===== src/rtl/sound_sequencer.sv =====
// rtl/sound_sequencer.sv - queued note player driving the one-bit beeper command port
// Optional abort strobe with queue flush is enabled by defining SOUND_SEQ_ABORT_EN.
module sound_sequencer #(
  parameter int TICK_DIV   = 100000,
  parameter int FIFO_DEPTH = 16
) (
  input  logic                          clk,
  input  logic                          reset,
  input  logic                          wr_en,
  input  logic [15:0]                   wr_data,
`ifdef SOUND_SEQ_ABORT_EN
  input  logic                          abort,
`endif
  output logic                          fifo_full,
  output logic [$clog2(FIFO_DEPTH):0]   fifo_level,
  output logic                          overflow,
  output logic                          busy,
  output logic                          snd_data_tx,
  output logic [8:0]                    snd_data,
  output logic                          snd_enable
);

  localparam int AW = $clog2(FIFO_DEPTH);
  localparam int PW = (TICK_DIV > 1) ? $clog2(TICK_DIV) : 1;
  localparam logic [PW-1:0] PRE_LAST = PW'(TICK_DIV - 1);
  localparam logic [AW:0]   DEPTH_L  = (AW + 1)'(FIFO_DEPTH);

  typedef enum logic [2:0] {
    IDLE,
    TONE,
    ENABLE,
    PLAY,
    STOP
  } state_t;

  state_t state, next_state;

  logic [15:0]   mem [FIFO_DEPTH];
  logic [AW-1:0] rd_ptr, wr_ptr;
  logic [15:0]   head;
  logic          pop, push, abort_i, play_done;
  logic [7:0]    tone_r;
  logic [7:0]    dur_cnt;
  logic [PW-1:0] pre_cnt;

`ifdef SOUND_SEQ_ABORT_EN
  assign abort_i = abort;
`else
  assign abort_i = 1'b0;
`endif

  assign head      = mem[rd_ptr];
  assign fifo_full = (fifo_level == DEPTH_L);
  assign busy      = (state != IDLE) || (fifo_level != '0);
  // A full queue still accepts a write when the head is popped in the same cycle.
  assign push      = wr_en && !abort_i && (!fifo_full || pop);

  always_comb begin
    next_state = state;
    pop        = 1'b0;
    play_done  = (pre_cnt == PRE_LAST) && (dur_cnt == 8'd1);
    unique case (state)
      IDLE: begin
        if (fifo_level != '0) begin
          pop = 1'b1;
          if (head[7:0] == 8'd0)       next_state = IDLE;
          else if (head[15:8] == 8'd0) next_state = PLAY;
          else                         next_state = TONE;
        end
      end
      TONE:    next_state = ENABLE;
      ENABLE:  next_state = PLAY;
      PLAY: begin
        if (play_done) next_state = (tone_r != 8'd0) ? STOP : IDLE;
      end
      STOP:    next_state = IDLE;
      default: next_state = IDLE;
    endcase
    if (abort_i) begin
      pop = 1'b0;
      if (state == TONE || state == ENABLE || (state == PLAY && tone_r != 8'd0))
        next_state = STOP;
      else
        next_state = IDLE;
    end
  end

  always_ff @(posedge clk or posedge reset) begin
    if (reset) state <= IDLE;
    else       state <= next_state;
  end

  always_ff @(posedge clk) begin
    if (push) mem[wr_ptr] <= wr_data;
  end

  always_ff @(posedge clk or posedge reset) begin
    if (reset) begin
      rd_ptr     <= '0;
      wr_ptr     <= '0;
      fifo_level <= '0;
      overflow   <= 1'b0;
    end else if (abort_i) begin
      rd_ptr     <= '0;
      wr_ptr     <= '0;
      fifo_level <= '0;
    end else begin
      if (push) wr_ptr <= wr_ptr + 1'b1;
      if (pop)  rd_ptr <= rd_ptr + 1'b1;
      case ({push, pop})
        2'b10:   fifo_level <= fifo_level + 1'b1;
        2'b01:   fifo_level <= fifo_level - 1'b1;
        default: fifo_level <= fifo_level;
      endcase
      if (wr_en && fifo_full && !pop) overflow <= 1'b1;
    end
  end

  // Tick count is loaded at pop and only consumed in PLAY; the prescaler idles at 0 elsewhere.
  always_ff @(posedge clk or posedge reset) begin
    if (reset) begin
      tone_r  <= '0;
      dur_cnt <= '0;
      pre_cnt <= '0;
    end else begin
      if (pop) begin
        tone_r  <= head[15:8];
        dur_cnt <= head[7:0];
      end else if (state == PLAY && pre_cnt == PRE_LAST && dur_cnt != 8'd0) begin
        dur_cnt <= dur_cnt - 8'd1;
      end
      if (state == PLAY && pre_cnt != PRE_LAST) pre_cnt <= pre_cnt + 1'b1;
      else                                      pre_cnt <= '0;
    end
  end

  always_ff @(posedge clk or posedge reset) begin
    if (reset) begin
      snd_data_tx <= 1'b0;
      snd_data    <= '0;
      snd_enable  <= 1'b0;
    end else begin
      snd_data_tx <= (next_state == TONE) || (next_state == STOP);
      snd_data    <= (next_state == TONE) ? {1'b1, head[15:8]} : 9'h000;
      snd_enable  <= (next_state == ENABLE);
    end
  end

endmodule


===== config.mk =====
export PLATFORM = sky130hd
export DESIGN_NAME = sound_sequencer
export DESIGN_NICKNAME = d
export VERILOG_FILES = /design/src/rtl/sound_sequencer.sv
export SDC_FILE = /design/constraint.sdc
export NUM_CORES = 1
export LEC_CHECK = 0
export ABC_AREA = 1
export ABC_CLOCK_PERIOD_IN_PS = 2440
export BUFFER_PORTS_ARGS = -buffer_cell sky130_fd_sc_hd__clkbuf_2
export CAP_MARGIN = 20
export CELL_PAD_IN_SITES_DETAIL_PLACEMENT = 1
export CELL_PAD_IN_SITES_GLOBAL_PLACEMENT = 1
export CORE_ASPECT_RATIO = 0.7
export CORE_MARGIN = 4
export CORE_UTILIZATION = 45
export CTS_BUF_LIST = sky130_fd_sc_hd__clkbuf_8 sky130_fd_sc_hd__clkbuf_16
export DETAILED_ROUTE_END_ITERATION = 16
export GPL_ROUTABILITY_DRIVEN = 0
export GPL_TIMING_DRIVEN = 1
export PLACE_DENSITY_LB_ADDON = 0.1
export SETUP_SLACK_MARGIN = 0.5
export SYNTH_ARGS = -nofsm -noshare
export SYNTH_HDL_FRONTEND = slang
export SYNTH_SLANG_ARGS = --single-unit

===== constraint.sdc =====
create_clock -name clk -period 2.44 [get_ports clk]
set_input_delay 0.122 -clock clk [delete_from_list [all_inputs] [get_ports clk]]
set_output_delay 0.122 -clock clk [all_outputs]
set_load 0.01 [all_outputs]

==> run metrics, run 1 <==
share of the synthesized area in the top cell type 0.566; Synth Warn # 0; largest net degree at the start of global routing 39; VDD IR-drop max 0.000656 V; Placed Instances 1722; DIE WIDTH 216 um; crit path DAT 2.83 ns; placed inst area 15000 um^2; Post-Synthesis Cells 1275; busiest grt layer met2; CTS clk-pin slew, worst paths 0.06 ns; CP required 2.90 ns; CP endpoint kind flop; vias in the first global route 10500; Layout area overhead 30.3%; HP Class input port to flop; DRT Pass-1 Iters 5; CTS buffer count 34; TritonCTS clock tree built; Yosys reg bits 317; worst skew pair latency 0.53 ns; met2 Use GR 0.413; drt wl/cell 23.5 um; row cnt 52; DR DRC count 0; Buffers on Ports 37; WHS Path Cells 1; Die ar. 33100 um^2; io pins 38; outcome finished clean; critical path's largest stage delay 0.56 ns; max_slew headroom 0.663; LEAKAGE 7.25 nW; first-pass GRT wire length 64200 um; Final Util 0.603; Post-Syn Area 13600 um^2; Post-synth ARST share 0.192; Tcrit/Tclk final 0.971; Yosys cell types 40; Initial Util 0.463; Synth top cells by count nand2_1, edfxtp_1, nor2_1; ratio of cells with drive above 1 in the final layout 0.271; fmax 422 MHz; total number of vias 10000; Tmin final 2.37 ns; CORE AREA 29300 um^2; syn_area_per_cell 10.6 um^2; HPWL Detailed 23700 um; critical setup path kind flop to flop; total track usage 0.255; Slew Viols, Final 0; Max Clock Skew 0.0122 ns; nets 1456; final count of negative-setup-slack endpoints 0; M3 GR Usage 0.0425; biggest area consumer among synthesized cells edfxtp_1; Die H 153 um; global route total overflow 0; crit path max fanout 6; Mapped Nets 1307; Clock Path Buffers 3; CP max stage cell dfrtp_4; initial antenna violation count 0; Initial DRC Count 803; design area 17700 um^2; Final Hold Viols 0; most frequent CP cell nand2_4; Maximum Capacitance Violations 0; number of clock sinks seen by CTS 317; clk root buf clkbuf_16; RSZ-0062 raised after global routing yes; PD cells 878 nW/um^2; worst-path cell chain buf_12 > buf_12 > buf_16 > nor2_4 > nor2_1 > o21ai_1 > nand3_1 > nand3_2 > nand2_4 > inv_2 > nand2_2 > nor2_4 > nand2_4 > nand2_4 > nand2_4 > nand2_8 > nand2_4 > nor2_1; Worst Setup Start Kind flop; Post-synth EDFFs 256; vias per inst 5.41; final WL 43600 um; Post-DRT Antenna Nets 0; synth top area cells edfxtp_1, dfrtp_1, nand2_1, nand3_1, nor2_1; Worst Reg2Reg Path Length in Cells 18; top_reg_cell synth edfxtp_1; most numerous cell in the Yosys netlist nand2_1; post-synthesis sequential area ratio 0.679; n_diodes 0; worst-margin pin slew 0.504 ns; GRT met1 Usage 0.365; H-tree lvl count 2; Final Non-Filler Cells 1855
==> area by class of cell <==
cell class                      count  area [um^2]
Tap cell                          405          507
Clock buffer                       40          933
Fill cell                        3038        11600
Multi-Input combinational cell    763         4400
Sequential cell                   317         9220
Inverter                          141          547
Clock inverter                     22          111
Timing Repair Buffer              167         1980
==> state kept, by name, indices dropped and copies added, names as in the netlist <==
name	count
pre_cnt	17
state	3
rd_ptr	4
tone_r	8
fifo_level	5
snd_data_tx	1
dur_cnt	8
snd_enable	1
wr_ptr	4
overflow	1
snd_data	9
mem	256
==> layout by cell type (no fill, tap or decap), drive strengths merged, types with 3 or more instances in the layout <==
cell,n
a21oi,17
buf,125
clkbuf,79
clkinv,11
dfrtp,61
edfxtp,256
ha,12
inv,151
nand2,327
nand3,130
nand4,6
nor2,138
nor3,11
o211ai,23
o21ai,59
o221ai,4
or2,5
xnor2,3
xor2,14
==> worst paths after layout <==
path / slack (ns) / to / startpoint
min in group asynchronous: 0.19 / snd_data[2] / reset
max: 0.07 / snd_data[4] / rd_ptr[0]
max reg2reg: 0.07 / snd_data[4] / rd_ptr[0]
min: 0.02 / mem[5][7] / wr_data[7]
min reg2reg: 0.48 / overflow / overflow
max in group asynchronous: 1.61 / rd_ptr[0] / reset
==> critical path, delay by kind of cell (launching register included) <==
kind                   cells  cell delay [ns]
and+or+nand+nor           13             1.14
DFF                        1             0.56
buffers and inverters      4             0.52
AOI/OAI and AO/OA          1             0.07
==> report_power, final <==
group / leakage [nW] / total (mW) / switching [mW] / internal, mW
clock network: 0.559 / 4.89 / 2.15 / 2.74
registers: 3.08 / 6.72 / 0.265 / 6.46
logic: 3.61 / 3.93 / 2.38 / 1.56
==> logic make-up (layout without fill, tap and decap cells) <==
group                    after synthesis  after routing  synth area share
AO/OA/AOI/OAI                        111            111            0.0483
XOR/XNOR                              17             17            0.0110
adder cells (fa/ha/maj)               13             13            0.0125
buffers and inverters                196            370            0.0610
flip-flops                           317            317             0.679
AND/OR/NAND/NOR                      621            622             0.189
==> repair_timing <==
item,4_1_cts,5_1_grt
gates cloned,12,3
resized for setup,106,121
hold endpoints to repair,30,0
setup endpoints to repair,286,275
setup buffers,34,20
pin swaps,39,66
hold buffers,2,0
==> per-layer routing <==
metal  vias up  wire length, um
li1       4569                -
met1      5106            19400
met2       303            21100
met3        50             2460
met4         0              686
met5         -                0
==> metrics by stage <==
stage	power, mW	hold WS [ns]	setup WS [ns]	TNS [ns]
after detailed placement	9.69	0.167	0.0204	0
after global routing	16.2	0.0393	-0.0617	-0.374
after CTS	15.2	0.00253	0.171	0
after global placement	9.57	0.160	0.106	0
after floorplan	8.50	0.221	0.437	0
final	15.5	0.0183	0.0718	0
Power figures use the tool's default switching activity.
==> run 2, diff against run 1 <==
--- a/config.mk
+++ b/config.mk
@@ -9,16 +9,14 @@
 export ABC_CLOCK_PERIOD_IN_PS = 2440
 export BUFFER_PORTS_ARGS = -buffer_cell sky130_fd_sc_hd__clkbuf_2
 export CAP_MARGIN = 20
-export CELL_PAD_IN_SITES_DETAIL_PLACEMENT = 1
-export CELL_PAD_IN_SITES_GLOBAL_PLACEMENT = 1
 export CORE_ASPECT_RATIO = 0.7
 export CORE_MARGIN = 4
-export CORE_UTILIZATION = 45
+export CORE_UTILIZATION = 56
 export CTS_BUF_LIST = sky130_fd_sc_hd__clkbuf_8 sky130_fd_sc_hd__clkbuf_16
 export DETAILED_ROUTE_END_ITERATION = 16
 export GPL_ROUTABILITY_DRIVEN = 0
 export GPL_TIMING_DRIVEN = 1
-export PLACE_DENSITY_LB_ADDON = 0.1
+export PLACE_DENSITY = 0.76
 export SETUP_SLACK_MARGIN = 0.5
 export SYNTH_ARGS = -nofsm -noshare
 export SYNTH_HDL_FRONTEND = slang
==> run 2 against run 1 <==
The flow now finishes with violations (negative setup slack); clock skew rose by 0.012 ns; sequential power is essentially flat; count of clock-buffer cells in the layout down 7; worst setup slack got worse by 0.14 ns; non-clock buffer count increased by 10; critical path depth fell by 2; register-to-register slack lost 0.14 ns; final cell count is 4.5% lower; hold slack worse by 0.014 ns; critical endpoint is now snd_data[5]; largest power group unchanged.
==> run metrics, run 2 (synthesized netlist as in run 1, its figures left out) <==
failing checks negative setup slack; Int Power 10.5 mW (-2.4%); VDD IR-drop max 0.000719 V (+9.6%); CP endpoint kind flop; RSZ-0062 raised after global routing yes; Combinational Power Share 0.267 (+0.014); drt wl/cell 23.7 um (+0.82%); highest-count cells in the layout ignoring fill and taps nand2_1, edfxtp_1, inv_1, nand3_1, nor2_1; Hold EP mem[9][15]; CP required 2.87 ns (-0.03 ns); CORE AREA 23800 um^2 (-19%); number of clock sinks seen by CTS 317 (unchanged); HPWL Detailed 19300 um (-18%); ratio of cells with drive above 1 in the final layout 0.255 (-0.0164); crit path DAT 2.94 ns (+0.11 ns); Final Hold Viols 0 (unchanged); worst r2r src rd_ptr[0]; io pins 38 (unchanged); CTS clk-pin slew, worst paths 0.07 ns (about the same); worst-margin pin slew 0.886 ns (+0.382 ns); first-pass GRT wire length 58300 um (-9.2%); Clock Path Buffers 3 (unchanged); Die H 138 um (-9.8%); nets 1464 (+0.55%); max FFs per register 256 (unchanged); Worst Setup Start Kind flop; HP Start wr_data[15]; RR Endpoint snd_data[5]; final count of negative-setup-slack endpoints 10 (+10); DRT Pass-1 Iters 6 (+1); row cnt 47 (-9.6%); Net Sw Frac 0.310 (+0.00205); LEAKAGE 7.20 nW (-0.81%); max_slew headroom 0.409 (-0.255); final WL 42000 um (-3.7%); Maximum Capacitance Violations 0 (unchanged); Die ar. 26800 um^2 (-19%); TritonCTS clock tree built; clk root buf clkbuf_16; Tmin final 2.50 ns (+0.137 ns); CTS buffer count 29 (-15%); largest net degree at the start of global routing 47 (+21%); DR DRC count 0 (unchanged); Slew Viols, Final 0 (unchanged); critical setup path kind flop to flop; Sequential Power Share 0.443 (+0.010); total track usage 0.278 (+0.0227); fmax 399 MHz (-5.5%); global route total overflow 0 (unchanged); Final Util 0.742 (+0.138); largest register by flop count mem; Switch Pwr 4.72 mW (-1.5%); Final Non-Filler Cells 1772 (-4.5%); biggest regs mem: 256 flops, pre_cnt: 17 flops, snd_data: 9 flops; vias per inst 6.06 (+12%); Setup WS post-layout -0.0647 ns (-0.137 ns); worst reg2reg setup slack -0.06 ns (-0.14 ns); H-tree lvl count 1 (-1); Placed Instances 1622 (-5.8%); crit path max fanout 10 (+4); HP Class input port to flop; Worst Reg2Reg Path Length in Cells 16 (-2); Max Clock Skew 0.0239 ns (+0.0117 ns); DIE WIDTH 194 um (-10%); Post-DRT Antenna Nets 0 (unchanged); WHS Path Cells 1 (unchanged); initial antenna violation count 2 (+2); Buffers on Ports 37 (unchanged); vias in the first global route 10100 (-4.1%); total number of vias 10700 (+7.0%); crit path launch rd_ptr[0]; PD cells 863 nW/um^2 (-1.7%); most common cell after layout, fill and taps aside nand2_1; Tcrit/Tclk final 1.03 (+0.0560); worst skew pair latency 0.56 ns (+0.03 ns); Initial DRC Count 1636 (+100%); Layout area overhead 29.8%; Initial Util 0.572 (+0.109); outcome finished, violations left; clock share of power 0.290 (-0.024)
run 2: cell types whose count changed in the layout (fill, tap and decap cells not counted), moves of 12 or more:
cell	previous run	this run
buf_6	11	23
nand3_1	99	115
o21ai_1	36	24
nand3_2	30	14
nand2_1	269	287
run 2: power groups by stage:
stage | Combinational, mW | Clock, mW | Sequential, mW
after global placement | 2.59 | 0 | 6.79
after CTS | 3.52 | 4.37 | 6.69
final | 4.06 | 4.41 | 6.74
after detailed placement | 2.66 | 0 | 6.80
after floorplan | 1.74 | 0 | 6.76
after global routing | 4.28 | 4.67 | 6.77
run 2: per-stage QoR:
stage                     worst slack [ns]  hold slack, ns  instance area, um^2  power [mW]  TNS (ns)
after floorplan                      0.437           0.221                13800        8.50         0
after CTS                            0.195         0.00704                17000        14.6         0
after detailed placement            0.0739           0.329                14700        9.46         0
after global placement               0.170           0.313                14700        9.38         0
final                              -0.0647         0.00386                17600        15.2    -0.422
after global routing                -0.111          0.0227                17600        15.7    -0.729
run 2: cell type report:
cell class / instances / area (um^2)
diodes: 1 / 2.50
repair inverters: 3 / 25.0
flip-flops and latches: 317 / 9220
multi-input cells: 763 / 4280
clock buffers: 33 / 792
fillers: 1383 / 6140
clock inverters: 19 / 108
repair buffers: 177 / 2250
well taps: 318 / 398
inverters: 141 / 549
run 2: timing repair:
| item | in CTS | in global routing |
|---|---|---|
| pin swaps | 56 | 53 |
| hold buffers | 5 | 0 |
| setup buffers | 44 | 21 |
| hold endpoints to repair | 80 | 0 |
| gates resized for setup | 120 | 102 |
| gates cloned | 22 | 5 |
| endpoints found under the setup margin | 274 | 298 |
run 2: how the worst max path moves through the flow:
stage,endpoint,cells past startpoint,slack [ns]
6_report,snd_data[5],16,-0.06
5_1_grt,snd_data_tx,16,-0.11
4_1_cts,snd_data[4],16,0.19
3_5_place_dp,snd_data[0],16,0.07
3_3_place_gp,snd_data[7],15,0.17
2_1_floorplan,fifo_level[4],12,0.44
run 2: critical path, stage by stage, from the launching register on:
cell,delay (ns)
dfrtp_4,0.56
buf_12,0.18
inv_16,0.11
buf_12,0.13
nand2_1,0.09
nand3_1,0.11
nand3_1,0.15
nand3_2,0.15
nand2_2,0.10
nor2_2,0.14
nand3_2,0.08
nor2_2,0.14
nand2_2,0.09
nand2_2,0.09
nand2_4,0.08
nand2_4,0.11
nor2_1,0.05
run 2: layer usage:
layer	routed length (um)	track usage	vias up
li1	-	-	4587
met1	15000	0.395	5116
met2	19300	0.436	840
met3	5460	0.0589	188
met4	2110	0.0884	2
met5	13	0	-
==> run 3, diff against run 2 <==
--- a/config.mk
+++ b/config.mk
@@ -6,7 +6,7 @@
 export NUM_CORES = 1
 export LEC_CHECK = 0
 export ABC_AREA = 1
-export ABC_CLOCK_PERIOD_IN_PS = 2440
+export ABC_CLOCK_PERIOD_IN_PS = 2000
 export BUFFER_PORTS_ARGS = -buffer_cell sky130_fd_sc_hd__clkbuf_2
 export CAP_MARGIN = 20
 export CORE_ASPECT_RATIO = 0.7
==> constraint.sdc (replaced) <==
create_clock -name clk -period 2 [get_ports clk]
set_input_delay 0.1 -clock clk [delete_from_list [all_inputs] [get_ports clk]]
set_output_delay 0.1 -clock clk [all_outputs]
set_load 0.01 [all_outputs]
==> run 3 against run 2 <==
The flow still finishes with violations (negative setup slack); global-route usage increased by 1.4 points; register-to-register slack lost 0.49 ns; via count up 6.7%; die area stayed put; cell area grew 5.5%; maximum frequency is 2.0% lower; routed wire length up 12%; total power is 31% higher; core utilization grew 4.1 points; sequential share of layout area shrank 2.7 points; clock skew down 0.0074 ns; hold slack better by 0.0072 ns.
==> run metrics, run 3 (synthesized netlist as in run 1, its figures left out) <==
Tmin final 2.55 ns (+0.0501 ns); most frequent CP cell nand2_1; first-pass GRT wire length 60900 um (+4.6%); placed inst area 15200 um^2 (+3.5%); clk root buf clkbuf_16; outcome finished, violations left; drt wl/cell 25.6 um (+7.9%); WHS Path Cells 1 (unchanged); Worst Reg2Reg Path Length in Cells 17 (+1); global route total overflow 0 (unchanged); TritonCTS clock tree built; initial antenna violation count 3 (+1); failing checks negative setup slack; Critical path buffers and inverters 4 (+1); LEAKAGE 7.64 nW (+6.1%); most common cell after layout, fill and taps aside nand2_1; CORE AREA 23800 um^2 (unchanged); largest register by flop count mem; max_slew headroom 0.559 (+0.151); total power 19.9 mW (+31%); io pins 38 (unchanged); Slew Viols, Final 0 (unchanged); Maximum Capacitance Violations 0 (unchanged); Initial DRC Count 1803 (+10%); RR Endpoint snd_data[0]; vias per inst 6.22 (+2.7%); Place WS -0.269 ns (-0.343 ns); HPWL Detailed 20700 um (+7.2%); Switch Pwr 6.29 mW (+33%); DR DRC count 0 (unchanged); CP endpoint kind flop; vias in the first global route 10700 (+6.0%); Clock Path Buffers 3 (unchanged); worst-margin pin slew 0.660 ns (-0.226 ns); design area 18600 um^2 (+5.5%); clock share of power 0.296 (+0.006); ratio of cells with drive above 1 in the final layout 0.317 (+0.0627); Final Hold Viols 0 (unchanged); nets 1532 (+4.6%); DRT Pass-1 Iters 5 (-1); Die ar. 26800 um^2 (unchanged); critical setup path kind flop to flop; crit path max fanout 7 (-3); final count of negative-setup-slack endpoints 284 (+274); highest-count cells in the layout ignoring fill and taps nand2_1, edfxtp_1, inv_1, nand3_1, buf_4; CTS buffer count 29 (unchanged); DIE WIDTH 194 um (unchanged); CP max stage cell dfrtp_4; Setup WS post-layout -0.555 ns (-0.490 ns); VDD IR-drop max 0.000769 V (+6.9%); Hold EP mem[12][14]; H-tree lvl count 1 (unchanged); Sequential Power Share 0.415 (-0.028); Post-DRT Antenna Nets 0 (unchanged); fmax 391 MHz (-2.0%); HP Start wr_data[14]; row cnt 47 (unchanged); number of clock sinks seen by CTS 317 (unchanged); Tcrit/Tclk final 1.28 (+0.251); final WL 47000 um (+12%); Int Power 13.6 mW (+29%); Net Sw Frac 0.317 (+0.00647); largest net degree at the start of global routing 47 (unchanged); worst reg2reg setup slack -0.55 ns (-0.49 ns); HP Class input port to flop; CP required 2.49 ns (-0.38 ns); Max Clock Skew 0.0165 ns (-0.00742 ns); Buffers on Ports 37 (unchanged); worst-path cell chain buf_12 > buf_8 > buf_4 > nand2_1 > o211ai_1 > nand3_1 > nand3_1 > nand2_1 > inv_2 > nand2_1 > nor2_2 > nand2_2 > nand2_1 > nand2_2 > nand2_4 > nand2_8 > nor2_4; Worst Setup Start Kind flop; critical path's largest stage delay 0.47 ns (-0.09 ns); total track usage 0.292 (+0.0139); worst r2r src rd_ptr[0]; Die H 138 um (unchanged); Layout area overhead 36.9%; PD cells 1070 nW/um^2 (+24%); biggest regs mem: 256 flops, pre_cnt: 17 flops, snd_data: 9 flops; CTS clk-pin slew, worst paths 0.07 ns (about the same); total number of vias 11500 (+6.7%); crit path DAT 3.05 ns (+0.11 ns); worst skew pair latency 0.56 ns (about the same); Initial Util 0.572 (unchanged); Combinational Power Share 0.289 (+0.022); RSZ-0062 raised after global routing yes; max FFs per register 256 (unchanged); CP delay by family, top simple AND/OR/NAND/NOR gates
==> run 3: cell types whose count changed in the layout (fill, tap and decap cells not counted), moves of 10 or more <==
cell | previous run | this run
nor2_1 | 90 | 78
o21ai_0 | 28 | 16
buf_6 | 23 | 49
nand2_1 | 287 | 277
buf_4 | 51 | 83
nor2_2 | 19 | 30
==> run 3: how the worst max path moves through the flow <==
stage	start	end	slack, ns	cells after the start
detailed placement	rd_ptr[0]	snd_data[2]	-0.27	16
CTS	rd_ptr[0]	snd_data[0]	-0.23	16
global placement	rd_ptr[0]	snd_data[4]	-0.16	15
finish	rd_ptr[0]	snd_data[0]	-0.55	17
floorplan	fifo_level[0]	fifo_level[4]	-0.002	12
global route	rd_ptr[0]	snd_data[5]	-0.64	17
==> run 3: power by group through the flow <==
stage	Combinational (mW)	Sequential, mW	Clock [mW]
2_1_floorplan	2.19	8.27	0
3_3_place_gp	3.58	8.26	0
3_5_place_dp	3.71	8.29	0
4_1_cts	4.69	8.15	5.75
5_1_grt	5.97	8.26	6.14
6_report	5.74	8.23	5.88
==> run 3: layer usage <==
metal	wire, um	global-route usage
met1	16200	0.405
met2	21600	0.460
met3	5960	0.0676
met4	3250	0.102
met5	14	0
==> run 3: metrics by stage <==
| stage | instances | TNS, ns | hold WS, ns | util |
|---|---|---|---|---|
| final | 1841 | -57.25 | 0.0110 | 0.782 |
| after global routing | 1841 | -55.80 | 0.0190 | 0.782 |
| after floorplan | 1275 | -0.00207 | 0.199 | - |
| after CTS | 1798 | -15.11 | 0.00216 | 0.738 |
| after detailed placement | 1675 | -9.11 | 0.207 | 0.642 |
| after global placement | 1675 | -3.49 | 0.202 | 0.642 |
==> run 3: repair_timing <==
item,CTS,global route
cloned,17,7
resized for setup,120,174
pin swaps,51,62
buffers inserted,41,35
hold endpoints to repair,180,0
endpoints found under the setup margin,315,317
hold buffers,12,0
==> run 3: final cells by class <==
| cell class | instances | area (um^2) |
|---|---|---|
| clock buffer | 32 | 767 |
| timing repair inverter | 2 | 17.5 |
| clock inverter | 21 | 214 |
| inverter | 141 | 552 |
| sequential | 317 | 9220 |
| multi-input combinational | 763 | 4500 |
| fill | 1184 | 5170 |
| antenna | 1 | 2.50 |
| timing repair buffer | 246 | 2910 |
| tap | 318 | 398 |
